$ cat src/rtl/fsm_serial_feeder.sv
// Parallel-to-serial feeder for the sequence-detector FSM: accepts words over
// valid/ready, shifts them out one bit per clock on w, with optional idle gaps.
module fsm_serial_feeder #(
  parameter int WIDTH     = 8,
  parameter bit MSB_FIRST = 1'b1,
  parameter int GAP       = 0,
  parameter int CNT_W     = 16
) (
  input  logic             clk,
  input  logic             reset,
  input  logic [WIDTH-1:0] din,
  input  logic             din_valid,
  output logic             din_ready,
  output logic             w,
  output logic             w_valid,
  output logic             busy,
  output logic [CNT_W-1:0] word_count
);

  localparam int BW = (WIDTH > 1) ? $clog2(WIDTH) : 1;

  typedef enum logic [1:0] {
    ST_IDLE  = 2'd0,
    ST_SHIFT = 2'd1,
    ST_GAP   = 2'd2
  } state_t;

  state_t           state_q, state_d;
  logic [WIDTH-1:0] shift_q, shift_d;
  logic [BW-1:0]    bit_cnt_q, bit_cnt_d;
  logic [7:0]       gap_cnt_q, gap_cnt_d;
  logic [CNT_W-1:0] word_count_q, word_count_d;
  logic             w_q, w_d;
  logic             w_valid_q, w_valid_d;
  logic             busy_q, busy_d;
  logic             ready_state;
  logic             accept;
  logic             load;

  // Ready is held low while reset is asserted even though it is decoded from state.
  always_comb begin
    ready_state = 1'b0;
    case (state_q)
      ST_IDLE:  ready_state = 1'b1;
      ST_SHIFT: ready_state = (bit_cnt_q == '0) && (GAP == 0);
      ST_GAP:   ready_state = (gap_cnt_q == 8'd0);
      default:  ready_state = 1'b0;
    endcase
    din_ready = reset & ready_state;
    accept    = din_valid & din_ready;
  end

  always_comb begin
    state_d      = state_q;
    shift_d      = shift_q;
    bit_cnt_d    = bit_cnt_q;
    gap_cnt_d    = gap_cnt_q;
    word_count_d = word_count_q;
    load         = 1'b0;

    case (state_q)
      ST_IDLE: begin
        if (accept) load = 1'b1;
      end
      ST_SHIFT: begin
        shift_d   = MSB_FIRST ? (shift_q << 1) : (shift_q >> 1);
        bit_cnt_d = bit_cnt_q - BW'(1);
        if (bit_cnt_q == '0) begin
          bit_cnt_d = '0;
          if (word_count_q != {CNT_W{1'b1}}) word_count_d = word_count_q + CNT_W'(1);
          if (GAP > 0) begin
            gap_cnt_d = 8'(GAP - 1);
            state_d   = ST_GAP;
          end else if (accept) begin
            load = 1'b1;
          end else begin
            state_d = ST_IDLE;
          end
        end
      end
      ST_GAP: begin
        gap_cnt_d = gap_cnt_q - 8'd1;
        if (gap_cnt_q == 8'd0) begin
          gap_cnt_d = 8'd0;
          if (accept) load = 1'b1;
          else        state_d = ST_IDLE;
        end
      end
      default: begin
        state_d   = ST_IDLE;
        shift_d   = '0;
        bit_cnt_d = '0;
        gap_cnt_d = 8'd0;
      end
    endcase

    if (load) begin
      shift_d   = din;
      bit_cnt_d = BW'(WIDTH - 1);
      state_d   = ST_SHIFT;
    end

    // Outputs are precomputed from next state so they come straight from flops.
    w_valid_d = (state_d == ST_SHIFT);
    busy_d    = (state_d != ST_IDLE);
    w_d       = w_valid_d & (MSB_FIRST ? shift_d[WIDTH-1] : shift_d[0]);
  end

  always_ff @(posedge clk or negedge reset) begin
    if (!reset) begin
      state_q      <= ST_IDLE;
      shift_q      <= '0;
      bit_cnt_q    <= '0;
      gap_cnt_q    <= 8'd0;
      word_count_q <= '0;
      w_q          <= 1'b0;
      w_valid_q    <= 1'b0;
      busy_q       <= 1'b0;
    end else begin
      state_q      <= state_d;
      shift_q      <= shift_d;
      bit_cnt_q    <= bit_cnt_d;
      gap_cnt_q    <= gap_cnt_d;
      word_count_q <= word_count_d;
      w_q          <= w_d;
      w_valid_q    <= w_valid_d;
      busy_q       <= busy_d;
    end
  end

  assign w          = w_q;
  assign w_valid    = w_valid_q;
  assign busy       = busy_q;
  assign word_count = word_count_q;

endmodule

$ cat config.mk
export PLATFORM = sky130hd
export DESIGN_NAME = fsm_serial_feeder
export DESIGN_NICKNAME = d
export VERILOG_FILES = /design/src/rtl/fsm_serial_feeder.sv
export SDC_FILE = /design/constraint.sdc
export NUM_CORES = 1
export LEC_CHECK = 0
export CAP_MARGIN = 10
export CORE_MARGIN = 2
export CORE_UTILIZATION = 29
export CTS_BUF_LIST = sky130_fd_sc_hd__clkbuf_16
export DETAILED_ROUTE_END_ITERATION = 8
export PLACE_DENSITY_LB_ADDON = 0.05
export RECOVER_POWER = 100
export SETUP_SLACK_MARGIN = 0.3
export SYNTH_ARGS = -nofsm -noshare
export SYNTH_HDL_FRONTEND = slang
export SYNTH_SLANG_ARGS = --single-unit
$ cat constraint.sdc
create_clock -name clk -period 2.6 [get_ports clk]
set_clock_uncertainty 0.05 [all_clocks]
set_input_delay 0.65 -clock clk [delete_from_list [all_inputs] [get_ports clk]]
set_output_delay 0.65 -clock clk [all_outputs]
set_load 0.01 [all_outputs]
==> results.txt <==
----------------------------------------------------
[Status]
  Run status ... finished, final reports clean

[Finish]
  Cell area after layout ... 2930 µm²
  Share of post-route cells with drive strength above 1 ... 17.5%
  N_diodes ... 0
  Finished Core Util ... 40.2%
  Layout Area Growth over Synthesis ... 33.0%
  Final net count ... 297

[Global route]
  GRT Util Overall ... 13.3%
  Global route total overflow ... 0
  Number of global-route vias before repair ... 1,804
  Global-route wire length before repair ... 8850 µm
  Antenna violations before repair ... 0
  Maximum number of pins on one net before global-route repair ... 41

[Floorplanning]
  Row count ... 31
  Die outline area ... 8310 µm²
  Die height ... 91.2 µm
  Initial standard-cell utilization of the core ... 30.2%
  Width of the die ... 91.2 µm
  Core area ... 7290 µm²
  Ports ... 31

[Detailed routing]
  DR DRC count ... 0
  Detailed-route wire length ... 5150 µm
  Met3 wire length ... 139 µm
  Via count normalized by instance count ... 4.76
  Post-DR wirelength/cell ... 13.6 µm
  Routed wl met2 ... 2430 µm
  Total iterations of the first detailed-routing run ... 4
  Via count ... 1,803
  Detail Route Antenna Nets ... 0
  Met1 layer wirelength in the final routing ... 2540 µm
  Top Layer Used ... met4
  Starting DRT DRC Count ... 58

[STA]
  Final number of hold-violating endpoints ... 0
  Worst-margin pin slew ... 1.04 ns
  Slew Viols, Final ... 0
  # setup viols final ... 0
  Minimum period implied by the final worst setup slack ... 2.41 ns
  Worst-case setup margin in the final layout ... 0.185 ns
  Summed negative setup slack over all endpoints ... 0 ns
  Fraction of the cycle the final worst path needs ... 92.9%
  Worst-case hold slack ... 0.441 ns
  Maximum clock frequency ... 414 MHz
  Max-Slew Margin vs Limit ... 30.6%
  RSZ-0062 raised after global routing ... true

[Yosys]
  Number of enable flip-flop cells after synthesis ... 0
  Post-Synthesis Net Count ... 244
  Fraction of the yosys area taken by sequential cells ... 45.4%
  Count of mapped cells out of synthesis ... 226
  Post-synthesis area per instance ... 9.75 µm²
  Yosys warning count ... 0
  Syn Std Cell Area ... 2200 µm²
  Total of flip-flops plus latches after synthesis ... 40
  Post-synthesis async set-or-reset flop share ... 100%
  Number of distinct standard cells referenced by the synthesized netlist ... 49
  Top FF cell, synth ... sky130_fd_sc_hd__dfrtp_1

[Worst setup path]
  Category of the worst setup path capture point ... register
  Required time worst endpoint ... 2.71 ns
  CP arrival ... 2.53 ns
  Type of element launching the critical path ... register
  CP Class ... reg2reg
  Maximum fanout along the worst path ... 8

[Clock network]
  Post-CTS clock slew at the launch and capture registers of the worst setup and hold paths ... 0.06 ns
  CTS Root Cell ... sky130_fd_sc_hd__clkbuf_16
  Clock buffer count from CTS ... 5
  Clock sink count ... 40
  Worst-skew pair later-pin latency ... 0.28 ns
  Number of buffers inserted for hold repair after clock tree synthesis ... 0
  CTS tree ... done
  H-tree levels ... 2
  Worst-case clock buffer depth ... 2

[Place]
  Number of port buffers ... 30
  Dpl hpwl ... 3600 µm
  Placer's final routability congestion estimate ... 0.715
  Post-DP Area ... 2720 µm²
  Worst slack at placement ... 0.0645 ns

[Pwr]
  Maximum resistive drop on vdd ... 355 µV
  Static leakage ... 1.37 nW
  Total power per unit cell area ... 772 nW/µm²

[Job]
  Number of maximum-capacitance constraint violations ... 0

[Hold path]
  Path class of the lowest-slack min-delay path ... reg2reg

----------------------------------------------------
-- per-layer routing --
layer,vias up,global-route usage [%]
li1,917,-
met1,859,18.2
met2,25,20.6
met3,2,2.82
met4,0,5.05
met5,-,0
-- worst max-delay path: stages, from the launching register on --
cell	delay, ns
sky130_fd_sc_hd__dfrtp_1	0.45
sky130_fd_sc_hd__inv_2	0.12
sky130_fd_sc_hd__ha_4	0.14
sky130_fd_sc_hd__buf_4	0.14
sky130_fd_sc_hd__or4b_1	0.60
sky130_fd_sc_hd__a2bb2oi_1	0.24
sky130_fd_sc_hd__o21a_4	0.26
sky130_fd_sc_hd__mux2_4	0.29
-- report_power, final --
part	internal [mW]	leakage (nW)	switching (mW)
clock	0.345	0.0738	0.236
combinational	0.393	0.759	0.432
sequential	0.755	0.534	0.0999
-- path summary, 6_finish.rpt --
path | start | endpoint | slack [ns] | cells after the start
worst max-delay path | state_q[1]$_DFF_PN0_ | shift_q[7]$_DFF_PN0_ | 0.19 | 7
worst min-delay path | word_count[9]$_DFFE_PN0P_ | word_count[9]$_DFFE_PN0P_ | 0.44 | 1
worst max register to register | state_q[1]$_DFF_PN0_ | shift_q[7]$_DFF_PN0_ | 0.19 | 7
worst min register to register | word_count[9]$_DFFE_PN0P_ | word_count[9]$_DFFE_PN0P_ | 0.44 | 1
max in group asynchronous | reset | word_count[13]$_DFFE_PN0P_ | 1.08 | 2
min in group asynchronous | reset | word_count[8]$_DFFE_PN0P_ | 0.78 | 2
-- cell type report --
cell class	count	area (µm²)
multi-input combinational	170	1190
fill	783	4360
timing repair buffer	55	452
clock buffer	5	125
sequential	40	1000
inverter	7	26.3
clock inverter	3	11.3
tap	99	124
-- layout by cell type (no fill, tap or decap), drive strengths merged, types with 2 or more instances in the layout --
cell            n
dfrtp          40
nand2          33
dlygate4sd3    19
buf            17
o21ai          15
nand3          15
clkbuf         15
nor2           14
mux2           11
xnor2          10
clkdlybuf4s50   9
inv             9
ha              7
o211ai          5
a21oi           5
o31ai           4
nor3            4
o21a            4
nand4           3
and3            3
a21o            3
nor4            3
o2111ai         2
nand2b          2
mux2i           2
and2            2
nor3b           2
or2             2
nor4b           2
-- flip-flops by register name (all words and copies together), names as in the netlist --
name / cells
w: 1
state_q: 2
w_valid: 1
bit_cnt_q: 3
word_count: 16
shift_q: 8
busy: 1
gap_cnt_q: 8
-- logic make-up (layout without fill, tap and decap cells) --
| logic type | count (synthesis) | in the layout | share of synthesized area [%] |
|---|---|---|---|
| and+or+nand+nor | 93 | 93 | 22.0 |
| AOI/OAI and AO/OA | 46 | 47 | 14.1 |
| DFF | 40 | 40 | 45.4 |
| buffers and inverters | 17 | 70 | 3.80 |
| muxes | 13 | 13 | 6.70 |
| xor gates and xnor gates | 10 | 10 | 3.97 |
| adders and majority gates | 7 | 7 | 3.97 |
-- cells in the mapped netlist (2+ instances only) --
master                      count  area (µm²)
sky130_fd_sc_hd__a21o_1         3        22.5
sky130_fd_sc_hd__a21oi_1        5        25.0
sky130_fd_sc_hd__and2_1         2        12.5
sky130_fd_sc_hd__and3_1         3        18.8
sky130_fd_sc_hd__buf_6          2        22.5
sky130_fd_sc_hd__clkbuf_1       6        22.5
sky130_fd_sc_hd__dfrtp_1       40        1000
sky130_fd_sc_hd__ha_1           7        87.6
sky130_fd_sc_hd__inv_1          7        26.3
sky130_fd_sc_hd__mux2_2        10         113
sky130_fd_sc_hd__mux2i_1        2        20.0
sky130_fd_sc_hd__nand2_1       33         124
sky130_fd_sc_hd__nand2b_1       2        12.5
sky130_fd_sc_hd__nand3_1       15        75.1
sky130_fd_sc_hd__nand4_1        3        18.8
sky130_fd_sc_hd__nor2_1        14        52.6
sky130_fd_sc_hd__nor3_1         3        15.0
sky130_fd_sc_hd__nor3b_1        2        15.0
sky130_fd_sc_hd__nor4_1         2        12.5
sky130_fd_sc_hd__nor4b_1        2        17.5
sky130_fd_sc_hd__o2111ai_1      2        17.5
sky130_fd_sc_hd__o211ai_1       5        37.5
sky130_fd_sc_hd__o21a_1         3        22.5
sky130_fd_sc_hd__o21ai_0       15        75.1
sky130_fd_sc_hd__o31ai_1        4        30.0
sky130_fd_sc_hd__or2_2          2        12.5
sky130_fd_sc_hd__xnor2_1       10        87.6
-- repair_timing --
| action | 4_1_cts | 5_1_grt |
|---|---|---|
| setup buffers | 5 | 3 |
| gates cloned | 0 | 1 |
| resized for setup | 9 | 5 |
| setup endpoints to repair | 18 | 15 |
| pin swaps | 3 | 7 |
-- through the flow --
step | power [mW] | instances
after floorplan | 1.39 | 226
after global placement | 1.72 | 362
after detailed placement | 1.71 | 362
after CTS | 2.33 | 375
after global routing | 2.45 | 379
final | 2.26 | 379
(Power assumes the default switching activity.)
